### src/rtl/uart_tx_arbiter.sv
`default_nettype none
// ============================================================================
// Module   : uart_tx_arbiter
// Purpose  : Round-robin arbiter that shares one uart_tx byte interface among
//            NUM_REQ message sources. A grant is held for a whole message,
//            delimited by req_last, so bytes from different sources never
//            interleave. A watchdog forces release if the granted source
//            stalls (req_valid low) mid-message.
// Ports    : clk, reset         - clock, synchronous active-high reset
//            req_valid/data/last - per-source byte stream (source i on [8i+7:8i])
//            req_ready           - per-source accept
//            tx_valid/data       - byte to uart_tx, tx_ready from uart_tx
//            grant               - one-hot current owner, zero when idle
//            busy                - message in progress
//            timeout_pulse       - one-cycle pulse on watchdog release
// Revision : 1.0 - initial release
// ============================================================================
module uart_tx_arbiter #(
  parameter int NUM_REQ = 4,
  parameter int TIMEOUT = 4096,
  parameter int CNT_W   = 13
) (
  input  logic                 clk,
  input  logic                 reset,
  input  logic [NUM_REQ-1:0]   req_valid,
  input  logic [8*NUM_REQ-1:0] req_data,
  input  logic [NUM_REQ-1:0]   req_last,
  output logic [NUM_REQ-1:0]   req_ready,
  output logic                 tx_valid,
  output logic [7:0]           tx_data,
  input  logic                 tx_ready,
  output logic [NUM_REQ-1:0]   grant,
  output logic                 busy,
  output logic                 timeout_pulse
);

  localparam int IDX_W = (NUM_REQ > 1) ? $clog2(NUM_REQ) : 1;

  localparam logic [0:0] ST_IDLE = 1'b0;
  localparam logic [0:0] ST_LOCK = 1'b1;

  localparam bit               WD_EN    = (TIMEOUT != 0);
  localparam logic [CNT_W-1:0] WD_LIMIT = (TIMEOUT == 0) ? '0 : CNT_W'(TIMEOUT - 1);

  logic [0:0]         state_q,         state_d;
  logic [NUM_REQ-1:0] grant_q,         grant_d;
  logic [IDX_W-1:0]   last_winner_q,   last_winner_d;
  logic [CNT_W-1:0]   wd_cnt_q,        wd_cnt_d;
  logic               timeout_pulse_q, timeout_pulse_d;

  logic               g_valid;
  logic               g_last;
  logic [IDX_W-1:0]   g_idx;
  logic               xfer;
  logic               winner_found;
  logic [IDX_W-1:0]   winner_idx;

  // Datapath: with grant one-hot (or zero in IDLE), masking the inputs with
  // grant selects the owner's signals and yields zero when nobody owns the bus.
  always_comb begin
    g_valid = |(req_valid & grant_q);
    g_last  = |(req_last & grant_q);
    tx_data = '0;
    g_idx   = '0;
    for (int i = 0; i < NUM_REQ; i++) begin
      if (grant_q[i]) begin
        tx_data = tx_data | req_data[8*i +: 8];
        g_idx   = IDX_W'(i);
      end
    end
  end

  assign tx_valid      = g_valid;
  assign req_ready     = grant_q & {NUM_REQ{tx_ready}};
  assign xfer          = g_valid & tx_ready;
  assign grant         = grant_q;
  assign busy          = (state_q == ST_LOCK);
  assign timeout_pulse = timeout_pulse_q;

  // Round-robin search: first requester after the previous owner, wrapping.
  always_comb begin
    int               cand;
    logic [IDX_W-1:0] cand_idx;
    winner_found = 1'b0;
    winner_idx   = '0;
    cand         = 0;
    cand_idx     = '0;
    for (int k = 1; k <= NUM_REQ; k++) begin
      cand = int'(last_winner_q) + k;
      if (cand >= NUM_REQ) begin
        cand = cand - NUM_REQ;
      end
      cand_idx = IDX_W'(cand);
      if (!winner_found && req_valid[cand_idx]) begin
        winner_found = 1'b1;
        winner_idx   = cand_idx;
      end
    end
  end

  always_comb begin
    state_d         = state_q;
    grant_d         = grant_q;
    last_winner_d   = last_winner_q;
    wd_cnt_d        = wd_cnt_q;
    timeout_pulse_d = 1'b0;
    case (state_q)
      ST_IDLE: begin
        if (winner_found) begin
          state_d             = ST_LOCK;
          grant_d             = '0;
          grant_d[winner_idx] = 1'b1;
          wd_cnt_d            = '0;
        end
      end
      ST_LOCK: begin
        // Only an absent byte counts; a byte held off by tx_ready does not.
        if (g_valid) begin
          wd_cnt_d = '0;
        end else begin
          wd_cnt_d = wd_cnt_q + CNT_W'(1);
        end
        if (xfer && g_last) begin
          state_d       = ST_IDLE;
          grant_d       = '0;
          last_winner_d = g_idx;
        end else if (WD_EN && !g_valid && (wd_cnt_q == WD_LIMIT)) begin
          state_d         = ST_IDLE;
          grant_d         = '0;
          last_winner_d   = g_idx;
          timeout_pulse_d = 1'b1;
        end
      end
      default: begin
        state_d = ST_IDLE;
        grant_d = '0;
      end
    endcase
  end

  always_ff @(posedge clk) begin
    if (reset) begin
      state_q         <= ST_IDLE;
      grant_q         <= '0;
      last_winner_q   <= IDX_W'(NUM_REQ - 1);
      wd_cnt_q        <= '0;
      timeout_pulse_q <= 1'b0;
    end else begin
      state_q         <= state_d;
      grant_q         <= grant_d;
      last_winner_q   <= last_winner_d;
      wd_cnt_q        <= wd_cnt_d;
      timeout_pulse_q <= timeout_pulse_d;
    end
  end

endmodule
`default_nettype wire

### config.mk
export PLATFORM = sky130hd
export DESIGN_NAME = uart_tx_arbiter
export DESIGN_NICKNAME = d
export VERILOG_FILES = /design/src/rtl/uart_tx_arbiter.sv
export SDC_FILE = /design/constraint.sdc
export NUM_CORES = 1
export LEC_CHECK = 0
export BUFFER_PORTS_ARGS = -buffer_cell sky130_fd_sc_hd__buf_2
export CORE_MARGIN = 2
export CORE_UTILIZATION = 40
export CTS_CLUSTER_DIAMETER = 50
export DETAILED_ROUTE_END_ITERATION = 10
export PLACE_DENSITY = 0.81
export SETUP_SLACK_MARGIN = 0.15
export SYNTH_ARGS = -nofsm -noshare
export SYNTH_HDL_FRONTEND = slang
export SYNTH_SLANG_ARGS = --single-unit
### constraint.sdc
create_clock -name clk -period 1.83 [get_ports clk]
set_input_delay 0.366 -clock clk [delete_from_list [all_inputs] [get_ports clk]]
set_output_delay 0.366 -clock clk [all_outputs]
set_load 0.005 [all_outputs]
==> results.md <==
- Port Buffers: 61
- Crit share post-route: 87.57%
- Synthesized area per cell: 7.792 um2
- Final hold violations: 0
- Post-synth EDFFs: 0
- TritonCTS clock tree: done
- Total Routing Usage GR: 20.51%
- Routing usage on met2: 36.32%
- First-pass GRT wire length: 5913 um
- Worst-case headroom to the max-slew limit: 73.65%
- Register clock-pin slew on the reported worst setup and hold paths: 120 ps
- Area Overhead vs Synth: 36.92%
- CP Class: flip-flop to primary output
- Stages on worst setup path: 4
- Status: complete, no violations
- Crit-path cells: buf_4 > a22oi_1 > nand2_1 > buf_2
- DRT iter0 DRCs: 135
- Crit. Startpoint: grant[0]
- Met3 Use GR: 5.252%
- GPL Wtd Cong: 0.9083
- Static Leak: 0.8312 nW
- CP Launch Type: flip-flop
- Maxcap violations: 0
- Top cells by area, synth: dfxtp_1 (32%), a22oi_1 (12%), nand2_1 (6.3%)
- Endpoints failing setup: 0
- Initial Utilization: 42.28%
- Layout Nets: 279
- Worst-Margin Slew: 395.2 ps
- CP bufs+invs: 2
- Via count: 1553
- DRT antenna net count: 0
- # IOs: 62
- Clk root buf: clkbuf_4
- GR peak layer: met2
- RSZ-0062 raised after global routing: true
- Vias in the first global route: 1391
- Sequential Power Share: 50.9%
- Routed len/inst: 13.04 um
- Core area: 0.003078 mm2
- Ys flop type: dfxtp_1
- Worst-path fanout max: 11
- Min-delay worst type: primary input to flip-flop
- Slowest CP cell: dfxtp_2
- DRT Wirelength: 3626 um
- Reg area: 431.7 um2
- Worst Skew: 8.722 ps
- Reg2reg path depth: 6
- Syn nets: 211
- Critical path capture point type: primary output
- Sw power: 0.2779 mW
- Yosys warns: 0
- Count of state elements after synthesis: 21
- Reg2reg end: grant[1]
- Mapped Cells: 167
- Max Fclk: 0.6240 GHz
- Die Height: 61.04 um
- Met1 Usage GRT: 24.90%
- Total grt overflow: 0
- Clock Power Share: 24.4%
- Synthesized area: 0.001301 mm2
- Async S/R FF share, synth: 0%
- Slowest stage delay, CP: 360 ps
- Crit path arrival time: 1240 ps
- Most frequent cell after synthesis: nand2_1
- Seq/Total Area, Yosys: 32.31%
- RR Startpoint: grant[2]
- Min Hold Slack: 440.4 ps
- P per Cell Area: 527.9 mW/mm2
- # diodes: 0
- Clk Latency, worst-skew pair: 310 ps
- Width of the die: 61.04 um
- Power Total: 0.9405 mW
- Int Power: 0.6626 mW
- # fillers: 285
- Final Max Slew Viols: 0
- Yosys top cell area share: 32.31%
- Row Count: 20
- Post-synth top area cell: dfxtp_1
- Antenna violations before repair: 0
- Clock H-tree levels: 1
- Worst path top cell family by delay: flip-flops
- Setup TNS: 0 ps
- CTS Sinks: 21
- Multi-input gate area: 860.8 um2
- Pre-Repair DR Iteration Count: 4
- Hold Buf Count CTS: 0
- CTS Buf Count: 3
- Synth unique cells: 34
- Synth top cells by count: nand2_1 (22), a22oi_1 (21), dfxtp_1 (21)
- R2R Setup Slk: 280 ps
- Worst VDD drop: 0.3315 mV
- Comb pwr share: 24.8%
- DIE AREA: 0.003725 mm2
- Layout cells sized above 1: 40.60%
- Largest net degree at the start of global routing: 23
- Sw Ratio: 29.55%
- Final HPWL DP: 2726 um
- CP required: 1460 ps
- Routed vias/inst: 5.586
- Postcts setup bufs: 0
- Clock buffer depth: 2
- DR DRC count: 0
- Tmin final: 1602 ps
- Setup crit end: tx_data[0]
routing by layer:
metal / up-vias / wire length, um
met2: 62 / 1880
met3: 6 / 215
li1: 768 / -
met5: - / 0
met4: 0 / 31
met1: 717 / 1499
cell usage in the layout (no fill, tap or decap), types with 2 or more instances in the layout:
| cell type | synthesis | final |
|---|---|---|
| nor4_1 | 3 | 3 |
| a31oi_1 | 3 | 3 |
| dfxtp_2 | 0 | 6 |
| inv_1 | 3 | 3 |
| a21oi_1 | 8 | 8 |
| buf_4 | 0 | 12 |
| nor2b_1 | 2 | 2 |
| a311oi_1 | 7 | 7 |
| nor2_1 | 20 | 20 |
| and3b_1 | 2 | 2 |
| a211oi_1 | 2 | 2 |
| and2_1 | 5 | 5 |
| o21ai_0 | 7 | 7 |
| and4_1 | 3 | 3 |
| a22o_1 | 2 | 2 |
| a22oi_2 | 0 | 5 |
| o2bb2ai_1 | 2 | 2 |
| mux2i_1 | 3 | 3 |
| clkbuf_4 | 0 | 3 |
| nor3_1 | 4 | 4 |
| buf_2 | 3 | 61 |
| a22oi_1 | 21 | 16 |
| dfxtp_1 | 21 | 14 |
| nand3_1 | 5 | 4 |
| nand2_1 | 22 | 21 |
state kept, by name, indices dropped and copies added, names as in the netlist:
name and flops:
wd_cnt_q 13, grant 4, last_winner_q 2, busy 1
timeout_pulse 1
cell families after synthesis:
kind of cell / Yosys count / share of synthesized area, %
and+or+nand+nor: 74 / 29.71
AOI/OAI and AO/OA: 55 / 30.10
DFF: 21 / 32.31
buffers and inverters: 13 / 4.615
muxes: 3 / 2.308
adders and majority gates: 1 / 0.9614
through the flow:
step	utilization, %	instance area [um2]	cells	setup WS, ps
final	57.89	1782	278	227.6
after global routing	57.89	1782	278	145.7
after CTS	56.26	1732	278	163.7
after detailed placement	55.33	1703	274	63.87
after global placement	55.33	1703	274	118.2
after floorplan	-	1301	167	245.7
worst register-to-register path: cells and delay by family (launching register included):
kind	cells	cell delay (ps)
compound gates	2	360
buf+inv	1	160
flops	1	350
simple gates	3	610
final cells by class:
type	instances	area share, %
repair buffers	73	22.19
flip-flops and latches	21	24.23
inverters	3	0.6320
clock buffers	3	1.264
multi-input cells	133	48.31
well taps	44	3.090
clock inverters	1	0.2809
worst min path at each step:
| stage | slack [ps] | endpoint | startpoint | depth (start not counted) |
|---|---|---|---|---|
| floorplan | 440 | wd_cnt_q[7] | wd_cnt_q[7] | 1 |
| global placement | 460 | wd_cnt_q[7] | wd_cnt_q[7] | 1 |
| detailed placement | 460 | wd_cnt_q[7] | wd_cnt_q[7] | 1 |
| CTS | 430 | wd_cnt_q[1] | reset | 2 |
| global route | 450 | wd_cnt_q[1] | reset | 2 |
| finish | 440 | wd_cnt_q[1] | reset | 2 |
power groups by stage:
stage | Sequential [mW] | Clock [mW] | Combinational [mW]
floorplan | 0.486 | 0 | 0.112
global placement | 0.487 | 0 | 0.222
detailed placement | 0.487 | 0 | 0.226
CTS | 0.477 | 0.237 | 0.227
global route | 0.481 | 0.258 | 0.261
finish | 0.478 | 0.229 | 0.233
timing repair:
item | in CTS | in global routing
gates resized for setup | 1 | 16
endpoints found under the setup margin | 2 | 15
pin swaps | 0 | 1
Note: power is estimated with default switching activity, not from simulation.
